$ cat src/rtl/sys_arr_pkg.sv
// rtl/sys_arr_pkg.sv - shared systolic-array types and defaults
package sys_arr_pkg;

  localparam int DEF_DW = 16;
  localparam int DEF_N  = 4;
  localparam int ELEM_W = $clog2(DEF_N);

  typedef enum logic [1:0] {
    DR_IDLE,
    DR_FILL,
    DR_PUSH,
    DR_DONE
  } drain_state_t;

endpackage

$ cat src/rtl/sysarr_out_drain.sv
// rtl/sysarr_out_drain.sv - loads array results into the OUT FIFO and hands full rows to writeback
module sysarr_out_drain
  import sys_arr_pkg::*;
#(
  parameter int DW    = DEF_DW,
  parameter int N     = DEF_N,
  parameter int ROW_W = 8
) (
  input  logic            clk,
  input  logic            nRST,
  input  logic            start,
  input  logic [ROW_W-1:0] num_rows,
  input  logic            abort,
  input  logic            in_valid,
  input  logic [DW-1:0]   in_data,
  output logic            in_ready,
  output logic            fifo_shift,
  output logic [DW-1:0]   fifo_value,
  input  logic [DW*N-1:0] fifo_out,
  output logic            wb_valid,
  input  logic            wb_ready,
  output logic [DW*N-1:0] wb_data,
  output logic [ROW_W-1:0] wb_row,
  output logic            busy,
  output logic            done
);

  localparam int CNT_W = (N > 1) ? $clog2(N) : 1;

  drain_state_t      state_q, state_d;
  logic [CNT_W-1:0]  elem_cnt_q, elem_cnt_d;
  logic [ROW_W-1:0]  row_cnt_q, row_cnt_d;
  logic [ROW_W-1:0]  num_rows_q, num_rows_d;
  logic              last_row;

  // The row just handed off is the last one when row_cnt+1 reaches num_rows.
  assign last_row = ({1'b0, row_cnt_q} + (ROW_W+1)'(1)) >= {1'b0, num_rows_q};

  // Next-state and outputs; outputs are zeroed whenever reset is asserted.
  always_comb begin
    state_d    = state_q;
    elem_cnt_d = elem_cnt_q;
    row_cnt_d  = row_cnt_q;
    num_rows_d = num_rows_q;
    in_ready   = 1'b0;
    fifo_shift = 1'b0;
    fifo_value = '0;
    wb_valid   = 1'b0;
    wb_data    = '0;
    wb_row     = '0;
    done       = 1'b0;
    busy       = (state_q != DR_IDLE);

    case (state_q)
      DR_IDLE: begin
        if (start) begin
          num_rows_d = num_rows;
          elem_cnt_d = '0;
          row_cnt_d  = '0;
          state_d    = (num_rows == '0) ? DR_DONE : DR_FILL;
        end
      end
      DR_FILL: begin
        in_ready = 1'b1;
        if (in_valid) begin
          fifo_shift = 1'b1;
          fifo_value = in_data;
          if (elem_cnt_q == CNT_W'(N-1)) begin
            elem_cnt_d = '0;
            state_d    = DR_PUSH;
          end else begin
            elem_cnt_d = elem_cnt_q + CNT_W'(1);
          end
        end
      end
      DR_PUSH: begin
        wb_valid = 1'b1;
        wb_data  = fifo_out;
        wb_row   = row_cnt_q;
        if (wb_ready) begin
          if (last_row) begin
            state_d = DR_DONE;
          end else begin
            row_cnt_d = row_cnt_q + ROW_W'(1);
            state_d   = DR_FILL;
          end
        end
      end
      DR_DONE: begin
        done    = 1'b1;
        state_d = DR_IDLE;
      end
      default: state_d = DR_IDLE;
    endcase

    // Abort wins over start and handshakes; a row in PUSH is simply dropped.
    if (abort) begin
      state_d    = DR_IDLE;
      elem_cnt_d = '0;
      row_cnt_d  = '0;
      num_rows_d = '0;
    end

    if (!nRST) begin
      in_ready   = 1'b0;
      fifo_shift = 1'b0;
      fifo_value = '0;
      wb_valid   = 1'b0;
      wb_data    = '0;
      wb_row     = '0;
      done       = 1'b0;
      busy       = 1'b0;
    end
  end

  // State and counter registers with synchronous active-low reset.
  always_ff @(posedge clk) begin
    if (!nRST) begin
      state_q    <= DR_IDLE;
      elem_cnt_q <= '0;
      row_cnt_q  <= '0;
      num_rows_q <= '0;
    end else begin
      state_q    <= state_d;
      elem_cnt_q <= elem_cnt_d;
      row_cnt_q  <= row_cnt_d;
      num_rows_q <= num_rows_d;
    end
  end

endmodule
$ cat config.mk
export PLATFORM = sky130hd
export DESIGN_NAME = sysarr_out_drain
export DESIGN_NICKNAME = d
export VERILOG_FILES = /design/src/rtl/sys_arr_pkg.sv /design/src/rtl/sysarr_out_drain.sv
export SDC_FILE = /design/constraint.sdc
export NUM_CORES = 1
export LEC_CHECK = 0
export BUFFER_PORTS_ARGS = -buffer_cell sky130_fd_sc_hd__buf_4
export CORE_MARGIN = 8
export CORE_UTILIZATION = 37
export CTS_BUF_LIST = sky130_fd_sc_hd__clkbuf_4
export CTS_CLUSTER_DIAMETER = 150
export DETAILED_ROUTE_END_ITERATION = 8
export GPL_TIMING_DRIVEN = 0
export PLACE_DENSITY = 0.82
export REMOVE_ABC_BUFFERS = 1
export SYNTH_ARGS = -nofsm -noshare
export SYNTH_HDL_FRONTEND = slang
export SYNTH_SLANG_ARGS = --single-unit
$ cat constraint.sdc
create_clock -name clk -period 3.2 [get_ports clk]
set_input_delay 0.32 -clock clk [delete_from_list [all_inputs] [get_ports clk]]
set_output_delay 0.32 -clock clk [all_outputs]
set_load 0.01 [all_outputs]
Word level (Yosys, flattened, before mapping):

Index checks and enable logic that the tools add are counted.

* flip-flop bits (word level): 20
* bits of input ports: 94
* output and inout bits: 93

* add/sub/neg operators: 3
* $lt $le $gt $ge: 1
* eq/ne operators: 9
* multiplexer cells: 32
* bitwise operators: 1
* reduce and logical (&&, ||, !) cells: 10

Operators with widths (number)
* two-way mux 64 bit: 2
* two-way mux 16 bit: 3
* two-way mux 8 bit: 5
* two-way mux 2 bit: 9
* one-hot mux 8 bit (2 select lines): 1
* two-way mux 1 bit: 10
* inequality test 2 bit, second input constant: 5
* adder 8 x 1 -> 9 bit, second input constant: 1
* >= comparator 9 x 8 -> 1 bit: 1
* adder 8 x 1 -> 8 bit, second input constant: 1
* logical NOT 8 bit: 1
* one-hot mux 2 bit (4 select lines): 1
* AND reduction 4 bit: 2
* equality test 2 bit, second input constant: 3
* nonzero test 2 bit: 3
* one-hot mux 2 bit (2 select lines): 1
* AND reduction 3 bit: 1
* adder 2 x 1 -> 2 bit, second input constant: 1
* equality test 2 x 1 -> 1 bit, second input constant: 1
* logical NOT 2 bit: 1
* AND reduction 2 bit: 1
* OR reduction 2 bit: 1
* NOT 1 bit: 1

Longest topological paths before layout:

* depth in word-level cells: 5
* gate-level depth with buffers: 11
* gate-level depth less buffers: 9

Worst setup path before layout:

No wires, ideal clock.

* kind: register to register
* from: register row_cnt_q[0]
* to: register row_cnt_q[3]
* library setup time: 129 ps
* arrival time: 2413 ps
* required time: 3071 ps
* setup slack: 658 ps
* stages on the path, launching flop included: 10
* period minus slack after synthesis: 2542 ps
* cell sequence: dfxtp_1 ha_1 nand3_1 xnor2_1 ha_1 a21o_1 a211o_1 or3_1 o2111ai_1 o41ai_2

* word-level cells in the longest chain between the ends: 4
* elaborated cells on any way between the ends: 8

Ends and longest elaborated chain
* start, declared: line sysarr_out_drain.sv:32 `logic [ROW_W-1:0] row_cnt_q, row_cnt_d;`
* start signal, assigned: line sysarr_out_drain.sv:126 `row_cnt_q <= row_cnt_d;`
* adder 8 x 1 -> 9 bit or adder 8 x 1 -> 8 bit (tied branches): line sysarr_out_drain.sv:37, sysarr_out_drain.sv:84
* >= comparator 9 x 8 -> 1 bit or two-way mux 8 bit (tied branches): line sysarr_out_drain.sv:37, sysarr_out_drain.sv:81
* inequality test 2 bit (no line) or two-way mux 8 bit (tied branches)
* AND reduction 4 bit (no line) or one-hot mux 8 bit (2 select lines) (tied branches)

Parallel ways exist; a longest one is shown, timed or not. The select of a mux whose other input is x is not followed.
A chain may end at the register's enable or synchronous reset.

Final worst setup path:

Ends and elaborated chain as after synthesis.

==> impl_metrics.ini <==
[synth]
synth_area_um2 = 1890
yosysWarnings = 0
synthArstFlopShare = 0
postSynthAreaPerCell_um2 = 7.14
syn_inst = 265
yosysSeqAreaShare = 0.212
ys.flop_type = dfxtp_1
ys_ff_latch = 20
synth_edf_count = 0
synth_cell_types = 35

[clocking]
clk_path_buf_depth = 2
clock_latency_ns = 0.30
hold_buffers = 0
ctsResizeCount = 0
post-cts-setup-buffer-count = 0
cts_tree = done
cts.reportedPaths.clkPinSlew_ns = 0.11
root_buffer = clkbuf_4
htree_levels = 1
clock_sinks = 20
cts_made_buffers = 3

[placed_design]
dp_hpwl_um = 6730
routabilityCongestion = 0.875
io_buffers = 186

[floorplanning]
io_pins = 187
chipHeight_um = 87.5
core_area_um2 = 5010
row_count = 26
die_w_um = 87.5
die-area_um2 = 7660
initial_core_util = 0.378

[cells_and_area]
final_nets = 536
diodes = 0
area_delta_synth_final_pct = 74.6
drive_above_1_share = 0.453

[worst_setup_path]
start_kind = flip-flop
critical_path.max_fanout = 7
cp.required_ns = 3.41
worstPathCellList = ha_1 -> nand3_1 -> xnor2_1 -> ha_1 -> a21o_1 -> a211o_1 -> nor3_4 -> a31oi_4 -> o41ai_2
slowest_delay_ns = 0.46
endpoint_kind = flip-flop
regToRegSetupSlack_ns = 0.28
cp.arrival_ns = 3.13
ff2ff_path_depth = 9
critPathKind = reg2reg
crit_slowest_cell = dfxtp_1
timing.rr.end = row_cnt_q[3]$_SDFFE_PP0P_
worst_path_most_repeated_cell = ha_1
r2r-start = row_cnt_q[0]$_SDFFE_PP0P_

[power_and_ir_drop]
ir_drop_v = 0.000264
cellLeakagePower_nw = 1.97
powerDensity_nw_per_um2 = 169

[timing]
relSlewSlack = 0.321
hold_ws_ns = 0.266
setup_violations = 0
fin_crit_ns = 2.92
clock_skew_ns = 0.00135
fmax_mhz = 343
tightest_slew_ns = 1.02
finalHoldViolations = 0
rsz0062_at_grt = no
maxSlewViolCount = 0
fin_tns_setup_ns = 0
finalCritPeriodShare = 0.912

[global_routing]
grt-ovfl-total = 0
grt_max_degree = 80
antenna_found_initial = 0
grt_pass1_wl_um = 12200
grt_usage = 0.197
grt_pass1_vias = 2246

[detailed_routing]
vias = 2491
drc_errors = 0
drtIter0Drc = 94
routed_wl_um = 8280
via_per_inst = 4.98
wire_per_inst_um = 16.6
dr.pass1.iters = 5
ant_nets = 0

[min_path]
min_path_cells = 3
min_to = num_rows_q[3]$_SDFFE_PP0P_
min_from = num_rows[3]
min_path_type = in2reg

[job]
maxCapViolations = 0

[status]
status = complete, no violations
flip-flops by register name (all words and copies together), names as in the netlist:
register    flops
num_rows_q      8
state_q         2
row_cnt_q       8
elem_cnt_q      2
cells by family after synthesis:
family / synth area share
and+or+nand+nor: 0.474
AOI/OAI and AO/OA: 0.127
buffers and inverters: 0.0668
DFF: 0.212
adders and majority gates: 0.0661
xor gates and xnor gates: 0.0278
muxes: 0.0265
cells in the final DEF (no fill, tap or decap), types with 3 or more instances in the layout:
| cell | synthesis | final |
|---|---|---|
| ha_1 | 10 | 10 |
| a31oi_1 | 4 | 4 |
| dfxtp_1 | 20 | 20 |
| nand2b_1 | 3 | 3 |
| mux2i_1 | 5 | 5 |
| o21ai_0 | 4 | 4 |
| buf_4 | 0 | 186 |
| nand2_1 | 29 | 29 |
| nor2b_1 | 4 | 4 |
| a41oi_1 | 3 | 3 |
| clkbuf_4 | 0 | 3 |
| xnor2_1 | 3 | 3 |
| and2_1 | 19 | 19 |
| and3_1 | 79 | 79 |
| xor2_1 | 3 | 3 |
| inv_1 | 8 | 8 |
| a21oi_1 | 11 | 11 |
| nor2_1 | 11 | 11 |
| nand3_1 | 7 | 7 |
critical path, delay by kind of cell (launching register included):
family / cells / cell delay (ns)
DFF: 1 / 0.46
and+or+nand+nor: 2 / 0.52
xor gates and xnor gates: 1 / 0.21
AOI/OAI and AO/OA: 4 / 1.02
adders and majority gates: 2 / 0.62
Yosys cell counts (2+ instances only):
cell type	instances	area share
xor2_1	3	0.014
a41oi_1	3	0.014
a22oi_1	2	0.0079
a21o_1	2	0.0079
and3_1	79	0.26
a31oi_1	4	0.013
a21oi_1	11	0.029
xnor2_1	3	0.014
o21ai_0	4	0.011
inv_1	8	0.016
nor2b_1	4	0.013
clkbuf_1	19	0.038
dfxtp_1	20	0.21
buf_2	5	0.013
nand2_1	29	0.058
ha_1	10	0.066
nor2_1	11	0.022
nand3_1	7	0.019
and2_1	19	0.063
nand2b_1	3	0.0099
mux2i_1	5	0.026
worst max path at each step:
stage	start	end	slack (ns)
2_1_floorplan	row_cnt_q[0]$_SDFFE_PP0P_	row_cnt_q[3]$_SDFFE_PP0P_	0.65
3_3_place_gp	row_cnt_q[0]$_SDFFE_PP0P_	row_cnt_q[3]$_SDFFE_PP0P_	0.32
3_5_place_dp	row_cnt_q[2]$_SDFFE_PP0P_	row_cnt_q[3]$_SDFFE_PP0P_	0.33
5_1_grt	row_cnt_q[2]$_SDFFE_PP0P_	row_cnt_q[3]$_SDFFE_PP0P_	0.10
4_1_cts	row_cnt_q[2]$_SDFFE_PP0P_	row_cnt_q[3]$_SDFFE_PP0P_	0.29
6_report	row_cnt_q[0]$_SDFFE_PP0P_	row_cnt_q[3]$_SDFFE_PP0P_	0.28
through the flow:
stage / area [um^2] / setup slack [ns] / utilization / power (mW) / std cells
global placement: 3280 / 0.319 / 0.655 / 0.439 / 497
CTS: 3300 / 0.292 / 0.659 / 0.561 / 500
finish: 3300 / 0.283 / 0.659 / 0.559 / 500
detailed placement: 3280 / 0.328 / 0.655 / 0.443 / 497
floorplan: 1800 / 0.645 / - / 0.319 / 241
global route: 3300 / 0.104 / 0.659 / 0.588 / 500
cell type report:
class / instances / area, um^2
fill: 486 / 1710
timing repair buffer: 186 / 1400
multi-input combinational: 213 / 1370
sequential: 20 / 400
tap: 70 / 87.6
inverter: 8 / 30.0
clock buffer: 3 / 22.5
per-layer routing:
layer	wire, um	vias to the layer above	track usage
li1	-	1261	-
met1	3260	1130	0.223
met2	4290	94	0.364
met3	626	6	0.0500
met4	104	0	0.0359
met5	0	-	0
report_power, final:
part           internal [mW]  switching [mW]  total [mW]
clock                 0.0439          0.0770       0.121
sequential             0.253         0.00383       0.257
combinational          0.105          0.0752       0.180
total                  0.402           0.156       0.559
Power figures use the tool's default switching activity.
